$ cat config.mk
export PLATFORM = sky130hd
export DESIGN_NAME = banked_data_mem_ctrl
export DESIGN_NICKNAME = d
export VERILOG_FILES = /design/src/rtl/mem_pkg.sv /design/src/rtl/byte_lane_steer.sv /design/src/rtl/banked_data_mem_ctrl.sv
export SDC_FILE = /design/constraint.sdc
export NUM_CORES = 1
export LEC_CHECK = 0
export CAP_MARGIN = 0
export CORE_UTILIZATION = 41
export CTS_BUF_LIST = sky130_fd_sc_hd__clkbuf_8
export CTS_CLUSTER_DIAMETER = 100
export DETAILED_ROUTE_END_ITERATION = 8
export MAX_ROUTING_LAYER = met4
export PLACE_DENSITY = 0.78
export SYNTH_ARGS = -nofsm -noshare
export SYNTH_HDL_FRONTEND = slang
export SYNTH_SLANG_ARGS = --single-unit
$ cat constraint.sdc
create_clock -name clk -period 12.9 [get_ports clk]
set_input_delay 1.29 -clock clk [delete_from_list [all_inputs] [get_ports clk]]
set_output_delay 1.29 -clock clk [all_outputs]
set_load 0.05 [all_outputs]
$ cat src/rtl/mem_pkg.sv
// Shared types and helpers for the banked data memory front end.
package mem_pkg;

   localparam int unsigned NUM_LANES = 4;
   localparam int unsigned BYTE_W    = 8;
   localparam int unsigned XLEN      = 32;

   typedef enum logic [1:0] {
      SIZE_B    = 2'b00,
      SIZE_H    = 2'b01,
      SIZE_W    = 2'b10,
      SIZE_RSVD = 2'b11
   } mem_size_e;

   typedef struct packed {
      logic            fault;
      logic [XLEN-1:0] rdata;
   } mem_rsp_t;

   // Reserved size reports zero bytes; callers fault it separately.
   function automatic logic [2:0] size_bytes(input mem_size_e size);
      case (size)
         SIZE_B:  return 3'd1;
         SIZE_H:  return 3'd2;
         SIZE_W:  return 3'd4;
         default: return 3'd0;
      endcase
   endfunction

endpackage

$ cat src/rtl/byte_lane_steer.sv
// Combinational byte steering between a request and the four byte-wide banks.
module byte_lane_steer
   import mem_pkg::*;
#(
   parameter int unsigned AW = 12
) (
   input  logic [1:0]                           lane_off,
   input  logic [AW-1:0]                        word_idx,
   input  logic [2:0]                           nbytes,
   input  logic [XLEN-1:0]                      wdata,
   input  logic [NUM_LANES-1:0][BYTE_W-1:0]     bank_rdata,
   output logic [NUM_LANES-1:0]                 lane_act,
   output logic [NUM_LANES-1:0][AW-1:0]         lane_word,
   output logic [NUM_LANES-1:0][BYTE_W-1:0]     lane_wdata,
   output logic [XLEN-1:0]                      rd_raw
);

   logic [NUM_LANES-1:0][1:0] lane_k;

   // Lane j carries request byte k = (j - offset) mod 4; lanes below the offset wrap to the next word.
   always_comb begin
      lane_k     = '0;
      lane_act   = '0;
      lane_word  = '0;
      lane_wdata = '0;
      for (int j = 0; j < NUM_LANES; j++) begin
         lane_k[j]     = 2'(j) - lane_off;
         lane_act[j]   = {1'b0, lane_k[j]} < nbytes;
         lane_word[j]  = word_idx + AW'(2'(j) < lane_off);
         lane_wdata[j] = wdata[{lane_k[j], 3'b000} +: BYTE_W];
      end
   end

   // Rotate bank bytes back into request byte order.
   always_comb begin
      rd_raw = '0;
      for (int k = 0; k < NUM_LANES; k++) begin
         rd_raw[BYTE_W*k +: BYTE_W] = bank_rdata[2'(2'(k) + lane_off)];
      end
   end

endmodule

$ cat src/rtl/banked_data_mem_ctrl.sv
// RV32E data memory load/store front end: handshake, fault check, lane steering and response register.
module banked_data_mem_ctrl
   import mem_pkg::*;
#(
   parameter  int unsigned DATA_DEPTH = 4096,
   localparam int unsigned AW         = $clog2(DATA_DEPTH)
) (
   input  logic                              clk,
   input  logic                              rst_n,
   input  logic                              req_valid,
   output logic                              req_ready,
   input  logic                              req_we,
   input  logic [31:0]                       req_addr,
   input  logic [1:0]                        req_size,
   input  logic                              req_unsigned,
   input  logic [31:0]                       req_wdata,
   output logic                              rsp_valid,
   input  logic                              rsp_ready,
   output logic [31:0]                       rsp_rdata,
   output logic                              rsp_fault,
   output logic [NUM_LANES-1:0]              bank_we,
   output logic [NUM_LANES-1:0][AW-1:0]      bank_addr_a,
   output logic [NUM_LANES-1:0][BYTE_W-1:0]  bank_wdata,
   output logic [NUM_LANES-1:0][AW-1:0]      bank_addr_b,
   input  logic [NUM_LANES-1:0][BYTE_W-1:0]  bank_rdata
);

   localparam logic [32:0] MEM_BYTES = 33'(NUM_LANES * DATA_DEPTH);

   mem_size_e                           size;
   logic [2:0]                          nbytes;
   logic [32:0]                         last_byte;
   logic                                fault_c;
   logic                                accept_c;
   logic [NUM_LANES-1:0]                lane_act;
   logic [NUM_LANES-1:0][AW-1:0]        lane_word;
   logic [NUM_LANES-1:0][BYTE_W-1:0]    lane_wdata;
   logic [XLEN-1:0]                     rd_raw;
   logic [XLEN-1:0]                     rd_ext;
   logic                                rsp_valid_d, rsp_valid_q;
   mem_rsp_t                            rsp_d, rsp_q;

   assign size      = mem_size_e'(req_size);
   assign nbytes    = size_bytes(size);
   // 33-bit sum so accesses wrapping past 0xFFFFFFFF are caught as out of range.
   assign last_byte = {1'b0, req_addr} + 33'(nbytes) - 33'd1;
   assign fault_c   = (size == SIZE_RSVD) || (last_byte >= MEM_BYTES);

   assign req_ready = rst_n && (!rsp_valid_q || rsp_ready);
   assign accept_c  = req_valid && req_ready;

   byte_lane_steer #(
      .AW (AW)
   ) u_steer (
      .lane_off   (req_addr[1:0]),
      .word_idx   (req_addr[AW+1:2]),
      .nbytes     (nbytes),
      .wdata      (req_wdata),
      .bank_rdata (bank_rdata),
      .lane_act   (lane_act),
      .lane_word  (lane_word),
      .lane_wdata (lane_wdata),
      .rd_raw     (rd_raw)
   );

   assign bank_addr_a = lane_word;
   assign bank_addr_b = lane_word;
   assign bank_wdata  = lane_wdata;
   assign bank_we     = (accept_c && req_we && !fault_c) ? lane_act : '0;

   always_comb begin
      rd_ext = '0;
      case (size)
         SIZE_B:  rd_ext = {{24{rd_raw[7]  & ~req_unsigned}}, rd_raw[7:0]};
         SIZE_H:  rd_ext = {{16{rd_raw[15] & ~req_unsigned}}, rd_raw[15:0]};
         SIZE_W:  rd_ext = rd_raw;
         default: rd_ext = '0;
      endcase
   end

   // One-deep response slot; a new acceptance overwrites a response consumed in the same cycle.
   always_comb begin
      rsp_valid_d = rsp_valid_q;
      rsp_d       = rsp_q;
      if (accept_c) begin
         rsp_valid_d = 1'b1;
         rsp_d.fault = fault_c;
         rsp_d.rdata = (req_we || fault_c) ? '0 : rd_ext;
      end else if (rsp_ready) begin
         rsp_valid_d = 1'b0;
      end
   end

   always_ff @(posedge clk or negedge rst_n) begin
      if (!rst_n) begin
         rsp_valid_q <= 1'b0;
         rsp_q       <= '0;
      end else begin
         rsp_valid_q <= rsp_valid_d;
         rsp_q       <= rsp_d;
      end
   end

   assign rsp_valid = rsp_valid_q;
   assign rsp_rdata = rsp_q.rdata;
   assign rsp_fault = rsp_q.fault;

endmodule

==> results.toml, run 1 <==
[detailed_routing]
num_vias = 6424
drt_iter0_drc = 619
drt-total-wl_um = 20430
detail-route-antenna-nets = 0
viasPerCell = 5.767
detail_route.wl_per_cell_um = 18.34
drc = 0
drt_pre_antenna_iters = 5

[power_and_ir_drop]
comb_power_share_pct = 68.9
leakage_nw = 3.445
vdd.ir_drop.worst_uv = 64.72
power_frac_clock_pct = 13.6
intPower_uw = 313.5
p_seq_share_pct = 17.5
netSwitchingPower_uw = 297.9
switching_share_pct = 48.73
power_density_nw_per_um2 = 69.47

[worst_setup_path]
cp.required_ns = 11.61
startpoint_type = "input pin"
cp_max_fo = 37
cp-startpoint = "req_size[1]"
worstSetupPathType = "in2out"
regToRegStartpoint = "rsp_valid"
end_kind = "output port"
crit_arrival_ns = 7.20

[finish]
final_nets = 1087
area.growth.synth_to_final_pct = 37.31
antenna_cells = 0
final_cells = 1114
drive_gt1_share_pct = 10.80

[timing]
period_needed_ns = 8.487
fin_crit_sh_pct = 65.79
finalHoldViolations = 0
fmax_mhz = 117.8
maxSlewViolCount = 0
rsz0062_at_grt = "no"
worstMarginPinSlew_ns = 1.034
fin_tns_setup_ns = 0
finalSetupViolations = 0
max_slew_margin_pct = 31.06
skew_ns = 0.005553

[clocking]
cts_tree = "done"
hold_buffers = 0
cts-resized-gates = 0
numCtsBuffers = 5
clkTransAtPathRegs_ns = 0.07
cts_buffer_depth = 2
clock_latency_ns = 0.29
clockRootBuffer = "clkbuf_8"
cts_setup_buffers = 0
cts.sinks = 34
cts-htree-levels = 2

[job]
drv_cap = 0

[die]
io_pins = 271
rows = 45
die_area_um2 = 16140
die_w_um = 127.0
core_area_um2 = 15200
die_h_um = 127.0
initial_utilization_pct = 42.16

[synthesis]
syn-num-nets = 911
synth_warnings = 0
synth_cells = 749
synth_top_area_cell = "mux4_2"
async_flop_share_pct = 100.0
synth_edf_count = 0
yosys.area.top_type_share_pct = 22.49
ys_top_cells_by_count = "nand2_1, mux4_2, buf_4"
ys_seq_area_share_pct = 13.28
ys_seq_elements = 34
synth_ff_type = "dfrtp_1"
synthTopCellsByArea = "mux4_2, dfrtp_1, ha_1"
syn_area_per_cell_um2 = 8.556
synth.distinct_cells = 59
yosysMostFrequentCell = "nand2_1"
syn_area_um2 = 6409

[placement]
numPortBuffers = 270
placed_cells = 1106
hpwl_um = 16460
place.gp.congestion = 0.9298

[hold_path]
holdCritStartpoint = "rsp_rdata[4]"
hp-class = "reg2reg"

[global_route]
grt_pass1_wl_um = 31950
grt_max_degree = 67
antenna_found_initial = 0
grt_overflow_total = 0
grt.total_usage_pct = 25.31
grt_pass1_vias = 6111

[run_status]
status = "finished, final reports clean"
-- flip-flops by register name (all words and copies together) (netlist names) --
register / flops
rsp_valid: 1
rsp_rdata: 32
rsp_fault: 1
-- path summary, 6_finish.rpt --
check	to	slack [ns]	depth (start not counted)
max	bank_we[1]	4.41	17
min	rsp_rdata[4]	0.49	2
max reg2reg	rsp_fault	10.14	11
min reg2reg	rsp_rdata[4]	0.49	2
max in group asynchronous	rsp_rdata[24]	11.16	2
min in group asynchronous	rsp_rdata[14]	1.42	2
-- kinds of logic after synthesis --
logic type	after synthesis	synth area share [%]
DFF	34	13.28
adders and majority gates	58	11.44
and+or+nand+nor	222	16.56
muxes	68	23.14
AOI/OAI and AO/OA	170	16.63
buffers and inverters	159	13.76
xor gates and xnor gates	38	5.193
-- placed cells by master, fill, tap and decap left out, types with 4 or more instances in the layout --
cell type	n
xnor2_1	33
nand4b_1	8
nor2_1	44
nand3_1	39
and3_1	4
nand4_1	12
o21ai_1	27
nor3_2	4
clkdlybuf4s50_1	268
o211ai_1	5
nand2b_1	5
clkbuf_8	6
inv_1	50
o21ai_0	30
dfrtp_1	34
ha_1	57
nand2_1	84
a211oi_1	5
buf_4	9
a21oi_1	58
mux4_2	64
xor2_1	5
a21o_1	13
-- power groups by stage --
stage / sequential (mW) / combinational (mW) / clock (mW)
floorplan: 0.110 / 0.293 / 0
global placement: 0.109 / 0.416 / 0
detailed placement: 0.109 / 0.418 / 0
CTS: 0.107 / 0.420 / 0.0844
global route: 0.107 / 0.445 / 0.0912
finish: 0.107 / 0.421 / 0.0833
-- stage by stage --
stage	instance area, um^2	hold slack, ns	power, mW	setup WS, ns	util [%]
floorplan	6409	0.7458	0.4036	5.631	-
global placement	8705	0.4699	0.5246	4.571	57.26
detailed placement	8705	0.4724	0.5271	4.496	57.26
CTS	8800	0.4904	0.6112	4.455	57.88
global route	8800	0.5198	0.6430	4.096	57.88
finish	8800	0.4884	0.6113	4.413	57.88
-- critical path, stage by stage --
cell and delay (ns):
clkdlybuf4s50_1 0.73, nor2b_1 0.79, inv_1 0.15, ha_1 0.37
inv_1 0.06, ha_1 0.30, a211oi_1 0.24, o211ai_1 0.16
nand4_1 0.12, nand4_1 0.24, o21ai_0 0.29, mux2_2 0.36
or4_1 0.42, a2111o_1 0.30, buf_4 0.27, nor3_2 0.22
clkdlybuf4s50_1 0.88
-- metal layers --
metal / GRT usage, % / up-vias / wire length, um
li1: - / 3016 / -
met1: 33.16 / 3055 / 8798
met2: 41.79 / 315 / 9816
met3: 3.476 / 38 / 1419
met4: 5.602 / 0 / 399
met5: - / - / 0
-- area by class of cell --
type / count / area, um^2
Tap cell: 188 / 235.2
Clock buffer: 6 / 82.58
Inverter: 50 / 187.7
Sequential cell: 34 / 850.8
Fill cell: 1372 / 6402
Multi-Input combinational cell: 556 / 4676
Clock inverter: 2 / 12.51
Timing Repair Buffer: 278 / 2755
Note: power is estimated with default switching activity, not from simulation.
==> run 2, diff against run 1 <==
==> constraint.sdc (replaced) <==
create_clock -name clk -period 8 [get_ports clk]
set_input_delay 0.8 -clock clk [delete_from_list [all_inputs] [get_ports clk]]
set_output_delay 0.8 -clock clk [all_outputs]
set_load 0.05 [all_outputs]
==> run 2 against run 1 <==
Effect of this change:
- cell count about the same
- clock skew up 0.0011 ns
- total power up 58%
- final area up 0.41%
- routed wire length down 1.6%
- global-route usage up 0.14 points
- register-to-register slack worse by 5.1 ns
- non-clock buffer count up 2
- combinational power up 61%
==> results.toml, run 2 (synthesized netlist as in run 1, its figures left out) <==
[worst_setup_path]
crit_arrival_ns = 5.53
cp_max_fo = 37
worstSetupEndpoint = "bank_we[2]"
reg2reg_depth = 11
cp-startpoint = "req_size[1]"
cp.required_ns = 7.20
r2r_end = "rsp_rdata[27]"
end_kind = "output port"
worstSetupPathType = "in2out"
regToRegStartpoint = "rsp_valid"
r2r_slack_ns = 5.01
startpoint_type = "input pin"

[placement]
hpwl_um = 16280
place.gp.congestion = 0.9259
placed_cells = 1108
numPortBuffers = 270
post-place-ws_ns = 1.719
post_dp_cell_area_um2 = 8760

[clocking]
cts.sinks = 34
cts-resized-gates = 0
clkTransAtPathRegs_ns = 0.06
clock_latency_ns = 0.29
cts_buffer_depth = 2
cts-htree-levels = 2
cts_setup_buffers = 0
clockRootBuffer = "clkbuf_8"
numCtsBuffers = 5
cts_tree = "done"
hold_buffers = 0

[detailed_routing]
viasPerCell = 5.735
detail-route-antenna-nets = 0
drt-total-wl_um = 20100
num_vias = 6394
detail_route.wl_per_cell_um = 18.03
drt_iter0_drc = 558
drt_pre_antenna_iters = 5
drc = 0

[finish]
final_cell_mix = "clkdlybuf4s50_1, nand2_1, mux4_2"
final_nets = 1089
ff_latch_area_um2 = 850.8
n_fill_cell = 1344
multi_input_area_um2 = 4676
final_common_cell = "clkdlybuf4s50_1"
largest_reg_flops = 32
final_area_um2 = 8836
antenna_cells = 0
drive_gt1_share_pct = 11.11
area.growth.synth_to_final_pct = 37.88
final_core_util_pct = 58.12
final_cells = 1115

[timing]
fin_tns_setup_ns = 0
fin_crit_sh_pct = 79.15
finalHoldViolations = 0
skew_ns = 0.006650
maxSlewViolCount = 0
period_needed_ns = 6.332
max_slew_margin_pct = 30.12
hold-worst-slack_ns = 0.4792
rsz0062_at_grt = "no"
worstMarginPinSlew_ns = 1.048
fin_ws_ns = 1.668
fmax_mhz = 157.9
finalSetupViolations = 0

[power_and_ir_drop]
power.total_uw = 966.4
vdd.ir_drop.worst_uv = 86.73
leakage_nw = 3.474
power_density_nw_per_um2 = 109.4

[die]
die_w_um = 127.0
rows = 45
die_h_um = 127.0
core_area_um2 = 15200
die_area_um2 = 16140
initial_utilization_pct = 42.16
io_pins = 271

[global_route]
antenna_found_initial = 0
grt_pass1_vias = 6092
grt_max_degree = 67
grt_overflow_total = 0
grt_pass1_wl_um = 32130
grt.total_usage_pct = 25.45

[hold_path]
holdCritStartpoint = "rsp_rdata[26]"
hp-class = "reg2reg"

[job]
drv_cap = 0

[run_status]
status = "finished, final reports clean"
run 2: cell count changes in the layout (fill, tap and decap cells not counted), sizes merged:
cell           previous run  this run
clkdlybuf4s50           268       264
inv                      50        52
clkbuf                    6         5
clkinvlp                  1         0
buf                      10        16
clkinv                    1         0
run 2: critical path, cell delays in order:
cell and delay (ns):
clkdlybuf4s50_1 0.63, nand2b_1 0.37, ha_1 0.34, inv_1 0.08, ha_1 0.20, inv_1 0.06, fa_1 0.34, nand2b_1 0.15
a21oi_1 0.24, o21ai_0 0.16, o22ai_1 0.33, a21oi_2 0.12, xnor2_1 0.13, or4_1 0.48, a2111o_1 0.31, buf_4 0.27
nor3_2 0.32, buf_12 0.18
run 2: area by class of cell:
class | instances | area share [%]
multi-input combinational | 556 | 52.92
sequential | 34 | 9.629
inverter | 50 | 2.124
clock buffer | 5 | 0.7788
timing repair buffer | 280 | 31.80
clock inverter | 2 | 0.08496
tap | 188 | 2.662
run 2: worst min-delay path by stage:
stage	endpoint	slack, ns	cells after the start
floorplan	rsp_fault	0.50	0
global placement	rsp_rdata[26]	0.47	2
detailed placement	rsp_rdata[4]	0.47	2
CTS	rsp_rdata[26]	0.48	2
global route	rsp_rdata[26]	0.52	2
finish	rsp_rdata[26]	0.48	2
run 2: metal layers:
metal	part of all wire, %	vias to the layer above	GRT usage (%)
met3	5.9	23	3.099
met2	49	269	42.18
met4	1.5	0	4.412
met1	44	3072	33.92
met5	0	-	-
li1	-	3030	-
run 2: power by group:
part | switching [mW] | total [mW] | leakage (nW) | internal [mW]
registers | 0.000338 | 0.173 | 0.469 | 0.172
logic | 0.413 | 0.678 | 2.96 | 0.266
clock network | 0.0580 | 0.115 | 0.0466 | 0.0573
total | 0.471 | 0.966 | 3.47 | 0.495
==> run 3, diff against run 2 <==
==> constraint.sdc (replaced) <==
create_clock -name clk -period 6.15 [get_ports clk]
set_input_delay 0.615 -clock clk [delete_from_list [all_inputs] [get_ports clk]]
set_output_delay 0.615 -clock clk [all_outputs]
set_load 0.05 [all_outputs]
==> run 3 against run 2 <==
Effect of this change:
- critical path type unchanged
- total power increased by 41%
- largest power group unchanged
- largest cell class unchanged
- critical path depth is 1 lower
- clock power up 120%
- highest routed layer unchanged
- clock skew is 0.0025 ns lower
- setup slack got worse by 1.2 ns
==> results.toml, run 3 (synthesized netlist as in run 1, its figures left out) <==
[finish]
largest_reg_flops = 32
n_fill_cell = 1360
antenna_cells = 0
final_common_cell = "clkdlybuf4s50_1"
final_cells = 1118
drive_gt1_share_pct = 11.61
final_nets = 1091
final_cell_mix = "clkdlybuf4s50_1, nand2_1, mux4_2"
area.growth.synth_to_final_pct = 39.07

[worst_setup_path]
regToRegStartpoint = "rsp_valid"
crit_family = "compound AO/OA/AOI/OAI gates"
startpoint_type = "input pin"
cp_max_fo = 7
worst_path_largest_cell_delay_ns = 0.61
reg2reg_depth = 11
crit_arrival_ns = 5.03
crit_chain = "clkdlybuf4s50_1, nand2b_1, ha_1, inv_1, ha_1, inv_1, fa_1, nand2b_1, a21oi_1, o21ai_0, o22ai_1, a21oi_2, xnor2_1, or4_1, a2111o_1, nor3_2, buf_12"
worstSetupPathType = "in2out"
cp.required_ns = 5.53
slowest_stage = "clkdlybuf4s50_1"
r2r_end = "rsp_fault"
crit_buf_inv = 4
end_kind = "output port"
r2r_slack_ns = 2.98

[timing]
finalHoldViolations = 0
maxSlewViolCount = 0
fin_tns_setup_ns = 0
rsz0062_at_grt = "no"
max_slew_margin_pct = 30.23
period_needed_ns = 5.649
worstMarginPinSlew_ns = 1.046
finalSetupViolations = 0
hold-worst-slack_ns = 0.4790
skew_ns = 0.004143
fin_crit_sh_pct = 91.86
fmax_mhz = 177.0

[power_and_ir_drop]
vdd.ir_drop.worst_uv = 100.7
power.total_mw = 1.361
power_density_nw_per_um2 = 152.7
leakage_nw = 3.505

[detailed_routing]
drt_iter0_drc = 573
detail-route-antenna-nets = 0
drt_pre_antenna_iters = 5
drc = 0
num_vias = 6419
detail_route.wl_per_cell_um = 18.22
drt-total-wl_um = 20370
viasPerCell = 5.742

[hold_path]
hold_path_depth = 2
holdCritStartpoint = "rsp_rdata[26]"
hold_end = "rsp_rdata[26]"
hp-class = "reg2reg"

[clocking]
cts_tree = "done"
hold_buffers = 0
clkTransAtPathRegs_ns = 0.07
cts_buffer_depth = 2
cts-resized-gates = 0
clockRootBuffer = "clkbuf_8"
clock_latency_ns = 0.29
cts_setup_buffers = 0
cts.sinks = 34
cts-htree-levels = 2
numCtsBuffers = 5

[placement]
place.gp.congestion = 0.9526
numPortBuffers = 270
placed_cells = 1110
hpwl_um = 16440

[global_route]
grt_overflow_total = 0
grt_pass1_vias = 6153
antenna_found_initial = 0
grt.total_usage_pct = 25.65
grt_pass1_wl_um = 32160
grt_max_degree = 66

[die]
core_area_um2 = 15200
die_w_um = 127.0
io_pins = 271
die_area_um2 = 16140
rows = 45
die_h_um = 127.0
initial_utilization_pct = 42.16

[run_status]
status = "finished, final reports clean"

[job]
drv_cap = 0
[run 3: cell count changes in the layout (fill, tap and decap cells not counted), sizes merged]
| cell | change |
|---|---|
| bufinv | +2 |
| buf | +2 |
| inv | -2 |
| clkinv | +1 |
[run 3: worst max path at each step]
stage / end / start / slack [ns] / depth (start not counted)
2_1_floorplan: bank_we[0] / req_addr[1] / 0.23 / 20
4_1_cts: bank_we[1] / req_size[0] / 0.53 / 17
3_5_place_dp: bank_we[1] / req_size[0] / 0.57 / 17
6_report: bank_we[1] / req_size[0] / 0.50 / 17
5_1_grt: bank_we[1] / req_size[0] / 0.28 / 17
3_3_place_gp: bank_we[1] / req_size[0] / 0.69 / 17
[run 3: through the flow]
step           util, %  area, um^2  worst slack [ns]
3_3_place_gp     57.72        8775            0.6914
2_1_floorplan        -        6409            0.2307
4_1_cts          58.63        8912            0.5300
5_1_grt          58.63        8912            0.2830
3_5_place_dp     57.72        8775            0.5684
6_report         58.63        8912            0.5008
[run 3: area by class of cell]
type	count	area (um^2)	area share [%]
clock buffers	5	68.82	0.7721
clock inverters	3	68.82	0.7721
inverters	50	187.7	2.106
multi-input cells	556	4676	52.46
flip-flops and latches	34	850.8	9.547
well taps	188	235.2	2.639
repair buffers	282	2825	31.70
[run 3: worst min-delay path: cells and delay by family (launching register included)]
kind / cells / cell delay [ns]
AND/OR/NAND/NOR: 1 / 0.05
AO/OA/AOI/OAI: 1 / 0.06
flip-flops: 1 / 0.34
[run 3: power by group]
| part | switching [mW] | total (mW) | internal [mW] |
|---|---|---|---|
| combinational | 0.539 | 0.885 | 0.346 |
| clock | 0.0889 | 0.251 | 0.162 |
| sequential | 0.000307 | 0.224 | 0.224 |
[run 3: routing by layer]
| layer | vias to the layer above | track usage (%) | wire length, um |
|---|---|---|---|
| li1 | 3035 | - | - |
| met1 | 3043 | 33.49 | 8610 |
| met2 | 319 | 42.37 | 9824 |
| met3 | 22 | 4.271 | 1651 |
| met4 | 0 | 4.622 | 284 |
| met5 | - | - | 0 |
